===== config.mk =====
export PLATFORM = sky130hd
export DESIGN_NAME = mux_arbiter
export DESIGN_NICKNAME = d
export VERILOG_FILES = /design/src/rtl/mux_arb_pkg.sv /design/src/rtl/mux.sv /design/src/rtl/mux_arbiter.sv
export SDC_FILE = /design/constraint.sdc
export NUM_CORES = 1
export LEC_CHECK = 0
export CELL_PAD_IN_SITES_DETAIL_PLACEMENT = 0
export CELL_PAD_IN_SITES_GLOBAL_PLACEMENT = 1
export CORE_AREA = 4 4 41 43
export CTS_CLUSTER_DIAMETER = 100
export DETAILED_ROUTE_END_ITERATION = 16
export DIE_AREA = 0 0 45 47
export MAX_ROUTING_LAYER = met4
export PLACE_DENSITY_LB_ADDON = 0.1
export SETUP_SLACK_MARGIN = 0.1
export SYNTH_ARGS = -nofsm -noshare
export SYNTH_HDL_FRONTEND = slang
export SYNTH_SLANG_ARGS = --single-unit
export TNS_END_PERCENT = 20

===== constraint.sdc =====
create_clock -name clk -period 2.25 [get_ports clk]
set_clock_uncertainty 0.2 [all_clocks]
set_input_delay 0.45 -clock clk [delete_from_list [all_inputs] [get_ports clk]]
set_output_delay 0.45 -clock clk [all_outputs]
set_load 0.05 [all_outputs]

===== src/rtl/mux_arb_pkg.sv =====
// Shared types and constants for the two-requester mux arbiter.
// Holds the arbiter state encoding, requester identity and mux select values.
// Imported by mux_arbiter; no logic of its own.
package mux_arb_pkg;

    typedef enum logic [1:0] {
        IDLE  = 2'd0,
        GNT_A = 2'd1,
        GNT_B = 2'd2
    } arb_state_t;

    typedef enum logic {
        REQ_A = 1'b0,
        REQ_B = 1'b1
    } requester_t;

    localparam logic SEL_A = 1'b0;
    localparam logic SEL_B = 1'b1;

endpackage : mux_arb_pkg


===== src/rtl/mux.sv =====
// Single-bit 2:1 multiplexer.
// Latency: combinational.
// Backpressure: none; ports i_a, i_b, i_sel (0 picks i_a), o_y.
module mux (
    input  logic i_a,
    input  logic i_b,
    input  logic i_sel,
    output logic o_y
);

    assign o_y = i_sel ? i_b : i_a;

endmodule : mux


===== src/rtl/mux_arbiter.sv =====
// Round-robin arbiter for two producers sharing one 2:1 mux path; registers selected data.
// Latency: request -> grant 1 cycle; granted data -> y/valid 1 further cycle.
// Backpressure: a grant lasts while its req is held; MUX_ARBITER_HOLD_LIMIT_EN adds hold-limit preemption.
//
// Ports: clk, rst (async active-low), req_a/req_b (level requests), a/b (data),
//        gnt_a/gnt_b (one-hot or idle), sel (0=a, 1=b), y (registered data), valid.
module mux_arbiter
    import mux_arb_pkg::*;
#(
    parameter int DATA_W   = 1,
    parameter int MAX_HOLD = 8
) (
    input  logic              clk,
    input  logic              rst,
    input  logic              req_a,
    input  logic              req_b,
    input  logic [DATA_W-1:0] a,
    input  logic [DATA_W-1:0] b,
    output logic              gnt_a,
    output logic              gnt_b,
    output logic              sel,
    output logic [DATA_W-1:0] y,
    output logic              valid
);

    if (MAX_HOLD < 2) begin : g_max_hold_bad
        $error("mux_arbiter: MAX_HOLD must be at least 2");
    end

    arb_state_t        r_state;
    arb_state_t        w_next;
    requester_t        r_last;
    logic              r_sel;
    logic [DATA_W-1:0] r_y;
    logic              r_valid;
    logic [DATA_W-1:0] w_mux_y;

`ifdef MUX_ARBITER_HOLD_LIMIT_EN
    localparam int CNT_W = $clog2(MAX_HOLD);

    logic [CNT_W-1:0] r_hold_cnt;
    logic             w_hold_max;

    assign w_hold_max = (r_hold_cnt == CNT_W'(MAX_HOLD - 1));

    // Cleared on any state change (covers every grant entry), saturates while the grant is kept.
    always_ff @(posedge clk or negedge rst) begin
        if (!rst) begin
            r_hold_cnt <= '0;
        end else if (w_next != r_state) begin
            r_hold_cnt <= '0;
        end else if (r_state != IDLE && !w_hold_max) begin
            r_hold_cnt <= r_hold_cnt + 1'b1;
        end
    end
`endif

    // State register
    always_ff @(posedge clk or negedge rst) begin
        if (!rst) begin
            r_state <= IDLE;
        end else begin
            r_state <= w_next;
        end
    end

    // Next-state logic: handover goes straight to the other grant with no IDLE bubble.
    always_comb begin
        w_next = r_state;
        case (r_state)
            IDLE: begin
                if (req_a && req_b) begin
                    w_next = (r_last == REQ_A) ? GNT_B : GNT_A;
                end else if (req_a) begin
                    w_next = GNT_A;
                end else if (req_b) begin
                    w_next = GNT_B;
                end
            end
            GNT_A: begin
                if (!req_a) begin
                    w_next = req_b ? GNT_B : IDLE;
                end
`ifdef MUX_ARBITER_HOLD_LIMIT_EN
                else if (w_hold_max && req_b) begin
                    w_next = GNT_B;
                end
`endif
            end
            GNT_B: begin
                if (!req_b) begin
                    w_next = req_a ? GNT_A : IDLE;
                end
`ifdef MUX_ARBITER_HOLD_LIMIT_EN
                else if (w_hold_max && req_a) begin
                    w_next = GNT_A;
                end
`endif
            end
            default: w_next = IDLE;
        endcase
    end

    // Output decode: grants come straight off the state register.
    always_comb begin
        gnt_a = (r_state == GNT_A);
        gnt_b = (r_state == GNT_B);
    end

    // Combinational select feeding the y register, one mux cell per bit.
    for (genvar gi = 0; gi < DATA_W; gi++) begin : g_mux
        mux u_mux (
            .i_a   (a[gi]),
            .i_b   (b[gi]),
            .i_sel (r_sel),
            .o_y   (w_mux_y[gi])
        );
    end

    // Datapath and round-robin memory. sel/last only change on entry to a grant
    // state, so they hold their value through IDLE.
    always_ff @(posedge clk or negedge rst) begin
        if (!rst) begin
            r_sel   <= SEL_A;
            r_last  <= REQ_B;
            r_y     <= '0;
            r_valid <= 1'b0;
        end else begin
            r_y     <= w_mux_y;
            r_valid <= gnt_a | gnt_b;
            if (w_next == GNT_A) begin
                r_sel  <= SEL_A;
                r_last <= REQ_A;
            end else if (w_next == GNT_B) begin
                r_sel  <= SEL_B;
                r_last <= REQ_B;
            end
        end
    end

    assign sel   = r_sel;
    assign y     = r_y;
    assign valid = r_valid;

endmodule : mux_arbiter

Word level (Yosys, flattened, before mapping)
Cells that the tools add are included.

Bits in registers: 6. Latch bits: 0. Memory bits (writable): 0. Memory bits (read-only): 0. Input bits: 6. Output and inout bits: 5. Word-level logic and storage cells: 25. Memories: 0.

Add/sub/neg operators: 0. Multipliers: 0. Div/mod/pow operators: 0. Magnitude comparators: 0. Equal/unequal tests: 4. Shift-type cells: 0. Mux-type cells: 12. Bitwise logic cells: 1. Reductions and logical operators: 3.

Operators with widths (count): 2-to-1 mux 2 bit (7); one-hot mux 2 bit (3 select lines) (1); equality test 2 x 1 -> 1 bit (second input constant) (2); equality test 2 bit (second input constant) (2); 2-to-1 mux 1 bit (4); logical NOT 2 bit (1); nonzero test 2 bit (1); logical AND 1 bit (1); OR 1 bit (1).

Logic depth before layout (Yosys ltp)
Depth after elaboration: 7. Gate-level depth with buffers: 8. Depth with buffers taken out: 8.

Hierarchy
A second synthesis with hierarchy kept.

Cells, all modules: 33. Area, all modules: 360.3 µm².

Modules (own cells, without submodules): mux_arbiter (times used 1, cells each 32, area an instance 345.3 µm², sequential area each 151.4 µm²); mux (times used 1, cells each 1, area an instance 15.0 µm², sequential area each 0.0 µm²).

Least setup slack after synthesis
Ideal clock, no wire load.

Path kind: register to register. Start point: reg r_state[1]. End point: reg r_sel (netlist: sel). Setup time: 123 ps. Data arrival time: 1925 ps. Slack: 2 ps. Stages on the path, launching flop included: 9. Path buffers: 0. Period minus slack after synthesis: 2248 ps. Cells stage by stage: dfrtp_1 inv_1 ha_1 nor2b_1 o21ai_1 a31o_1 ha_1 nor2b_1 a21oi_1.

Elaborated cells on any way between the ends: 13. Classes of those cells: eq/ne (4); mux (7); reduce/logical (2).

RTL lines: start, declared (RTL line mux_arbiter.sv:30) `arb_state_t r_state;`; start signal, assigned (RTL line mux_arbiter.sv:63) `r_state <= w_next;`; equality test 2 x 1 -> 1 bit (*); via gnt_a (RTL line mux_arbiter.sv:19) `output logic gnt_a,`; one-hot mux 2 bit (3 select lines) (*) (RTL line mux_arbiter.sv:70) `case (r_state)`; equality test 2 x 1 -> 1 bit or equality test 2 bit (tied branches) (RTL line mux_arbiter.sv:131, mux_arbiter.sv:134); 2-to-1 mux 1 bit or nonzero test 2 bit (tied branches); end signal, assigned (RTL line mux_arbiter.sv:124) `r_sel <= SEL_A;`; end signal, assigned (RTL line mux_arbiter.sv:132) `r_sel <= SEL_A;`; end signal, assigned (RTL line mux_arbiter.sv:135) `r_sel <= SEL_B;`; end, declared (RTL line mux_arbiter.sv:33) `logic r_sel;`.

Mark *: on every way through the listed nets, which the timed path passes. The rest lies on a longest branch. A chain may end at the register's enable or synchronous reset.

Worst setup path in the final report
Start point: in req_a. End point: reg r_sel (netlist: sel).

Cells in the longest elaborated chain, start to end: 5. Elaborated cells on any way between the ends: 11. Classes of those cells: eq/ne (2); mux (7); reduce/logical (2).

Ends and longest elaborated chain: start, declared (RTL line mux_arbiter.sv:15) `input logic req_a,`; 2-to-1 mux 1 bit (tied with other cells) (RTL line mux_arbiter.sv:92) `w_next = req_a ? GNT_A : IDLE;`; 2-to-1 mux 2 bit, on equally long branches (RTL line mux_arbiter.sv:91, mux_arbiter.sv:72); one-hot mux 2 bit (3 select lines) (*) (RTL line mux_arbiter.sv:70); via w_next[0] (RTL line mux_arbiter.sv:31) `arb_state_t w_next;`; equality test 2 x 1 -> 1 bit or equality test 2 bit (tied branches) (RTL line mux_arbiter.sv:131, mux_arbiter.sv:134); 2-to-1 mux 1 bit or nonzero test 2 bit (tied branches).

Marks and branches as above.

==> impl_metrics.env <==
export IMPL_path_max_fanout=3
export IMPL_port_buffers=10
export IMPL_fin_crit_ns=2.099
export IMPL_clock_latency_ns=0.24
export IMPL_synth_seq_area_share_pct=41.72
export IMPL_seqPwrFrac_pct=23.4
export IMPL_hp_class="primary input to asynchronous set/reset pin"
export IMPL_dp_final_hpwl_um=638.2
export IMPL_ir_drop_v=0.0005311
export IMPL_ant_nets=0
export IMPL_grt_pass1_vias=349
export IMPL_post_place_cells=63
export IMPL_final_layout_size_suffix_gt1_share_pct=37.74
export IMPL_area_delta_synth_final_pct=65.86
export IMPL_multi_input_area_um2=230.2
export IMPL_cts_clk_slew_worst_paths_ns=0.05
export IMPL_grt_pass1_wl_mm=1.352
export IMPL_cts_buffer_depth=2
export IMPL_status="finished, final reports clean"
export IMPL_layout_common_cells="clkdlybuf4s50_1, buf_4, dfrtp_1"
export IMPL_fillers=140
export IMPL_rsz0062_at_grt="true"
export IMPL_critPathMaxStageDelay_ns=0.51
export IMPL_synth_area_leaders="dfrtp_1, ha_1, dfstp_2, inv_1, nor2b_1"
export IMPL_synth_top_area_share_pct=34.48
export IMPL_crit_path_end_kind="register"
export IMPL_r2r_start="r_state[1]$_DFF_PN0_"
export IMPL_hold_violations=0
export IMPL_remaining_drc_errors=0
export IMPL_arrival_ns=2.03
export IMPL_cts_sinks=6
export IMPL_crit_type="primary input to register"
export IMPL_switchingPower_uw=375.7
export IMPL_synth_top_cell_by_area="dfrtp_1"
export IMPL_vias=332
export IMPL_overflow=0
export IMPL_ys_warn_count=0
export IMPL_final_common_cell="clkdlybuf4s50_1"
export IMPL_path_cells="clkdlybuf4s50_1 > buf_4 > nor2_1 > a2bb2oi_2 > o22ai_1 > ha_4 > nor2b_2 > a21oi_1"
export IMPL_p_leak_uw=0.0002755
export IMPL_cap_violations=0
export IMPL_first_iter_violations=2
export IMPL_chipWidth_um=45
export IMPL_required_ns=2.18
export IMPL_crit_path_top_delay_cell="clkdlybuf4s50_1"
export IMPL_cts_root_buf="clkbuf_4"
export IMPL_syn_inst=34
export IMPL_relSlewSlack_pct=66.93
export IMPL_report_final_setup_viol=0
export IMPL_wl_um=863
export IMPL_setup_tns_ns=0
export IMPL_switching_share_pct=43.44
export IMPL_die_h_um=47
export IMPL_grt_max_degree=7
export IMPL_critPathTopFamily="buffers and inverters"
export IMPL_finalWeightedCongestion=0.7806
export IMPL_pwr_density_cell_nw_per_um2=1437
export IMPL_startpoint_type="primary input"
export IMPL_core_area_um2=1301
export IMPL_floorplan_rows=13
export IMPL_final_cells=68
export IMPL_ioPinCount=11
export IMPL_drv_slew=0
export IMPL_yosys_register_bits=6
export IMPL_syn_area_per_cell_um2=10.67
export IMPL_drtPass1Iterations=4
export IMPL_worst_r2r_path_depth=8
export IMPL_period_share_pct=93.27
export IMPL_p_int_uw=489.2
export IMPL_cp_startpoint="req_a"
export IMPL_p_clk_share_pct=12.3
export IMPL_synth_distinct_cells=21
export IMPL_postLayoutCoreUtil_pct=46.25
export IMPL_cts_htree_levels=1
export IMPL_final_cell_area_um2=601.8
export IMPL_antenna_found_initial=0
export IMPL_path_buf_inv=2
export IMPL_regToRegEndpoint="r_last$_DFFE_PN1P_"
export IMPL_track_usage_pct=9.367
export IMPL_cts_tree="built"
export IMPL_start_util_pct=27.88
export IMPL_dieArea_um2=2115
export IMPL_nNetsFinal=65
export IMPL_regArea_um2=151.4
export IMPL_rrSetupSlack_ns=0.27
export IMPL_placed_area_um2=536.8
export IMPL_synth_nets=45
export IMPL_worstMarginPinSlew_ns=0.4944
export IMPL_vias_per_cell=4.882
export IMPL_synth_area_um2=362.8
export IMPL_critical_path_depth=8
export IMPL_avgRoutedWirePerCell_um=12.69
export IMPL_num_antenna_cells=0
export IMPL_fmax_ghz=0.4765
export IMPL_p_comb_share_pct=64.3
export IMPL_numCtsBuffers=3
export IMPL_setup_worst_path_end="sel$_DFFE_PN0P_"
==> final cells by class <==
class,instances,area share [%]
multi-input combinational,24,38.25
timing repair buffer,15,26.61
sequential,6,25.16
clock buffer,4,4.366
tap,15,3.119
inverter,4,2.495
==> per-stage QoR <==
| stage | total power [uW] | hold slack (ns) | setup WS, ns |
|---|---|---|---|
| floorplan | 507.1 | -0.04559 | 0.1577 |
| global placement | 673.9 | 0.2729 | -0.1429 |
| detailed placement | 681.7 | 0.2755 | -0.1625 |
| CTS | 800.8 | 0.2453 | 0.1089 |
| global route | 935.9 | 0.2490 | 0.08979 |
| finish | 864.9 | 0.2439 | 0.1515 |
==> flip-flops by register name (all words and copies together), names as in the netlist <==
| signal | count |
|---|---|
| valid | 1 |
| r_state | 2 |
| sel | 1 |
| r_last | 1 |
| y | 1 |
==> logic make-up (layout without fill, tap and decap cells) <==
logic type,after synthesis,in the layout,share of synthesized area (%)
adder cells (fa/ha/maj),5,5,17.24
multiplexers,2,2,6.206
AO/OA/AOI/OAI,10,10,19.31
flip-flops,6,6,41.73
buffers and inverters,4,23,4.137
AND/OR/NAND/NOR,7,7,11.38
==> power by group through the flow <==
| stage | Combinational (uW) | Clock, uW | Sequential, uW |
|---|---|---|---|
| finish | 556 | 107 | 202 |
| global route | 604 | 121 | 211 |
| floorplan | 248 | 0 | 260 |
| CTS | 487 | 114 | 200 |
| global placement | 476 | 0 | 198 |
| detailed placement | 481 | 0 | 201 |
==> worst min-delay path by stage <==
stage / from / end / slack (ns) / depth (start not counted)
finish: rst / sel$_DFFE_PN0P_ / 0.24 / 1
global route: rst / sel$_DFFE_PN0P_ / 0.25 / 1
CTS: rst / sel$_DFFE_PN0P_ / 0.25 / 1
detailed placement: r_last$_DFFE_PN1P_ / r_last$_DFFE_PN1P_ / 0.28 / 2
global placement: r_last$_DFFE_PN1P_ / r_last$_DFFE_PN1P_ / 0.27 / 2
floorplan: rst / r_state[0]$_DFF_PN0_ / -0.05 / 0
==> layer usage <==
metal  vias up  part of all wire (%)  track usage, %
met5         -                     0               -
met4         0                  0.58           8.187
met3         2                   5.3           1.533
met2         9                    54           16.10
met1       162                    40           9.049
li1        159                     -               -
==> cells in the mapped netlist <==
| cell type | instances |
|---|---|
| o21ai_1 | 1 |
| a2bb2oi_1 | 1 |
| nand3_1 | 1 |
| nor2_1 | 1 |
| dfstp_2 | 1 |
| a31o_1 | 1 |
| a31oi_1 | 1 |
| mux2_1 | 1 |
| nand2b_1 | 1 |
| a21oi_1 | 2 |
| and2b_1 | 1 |
| inv_1 | 4 |
| mux2_2 | 1 |
| a21boi_1 | 1 |
| o22ai_1 | 1 |
| and2_1 | 1 |
| dfrtp_1 | 5 |
| nor2b_1 | 2 |
| ha_1 | 5 |
| a32oi_1 | 1 |
| o21ai_2 | 1 |
==> timing repair <==
item                       CTS  global route
pin swaps                    1             2
setup buffers                0             1
hold buffers                 0             0
setup endpoints to repair    1             3
resized for setup            0             6
Note: power is estimated with default switching activity, not from simulation.
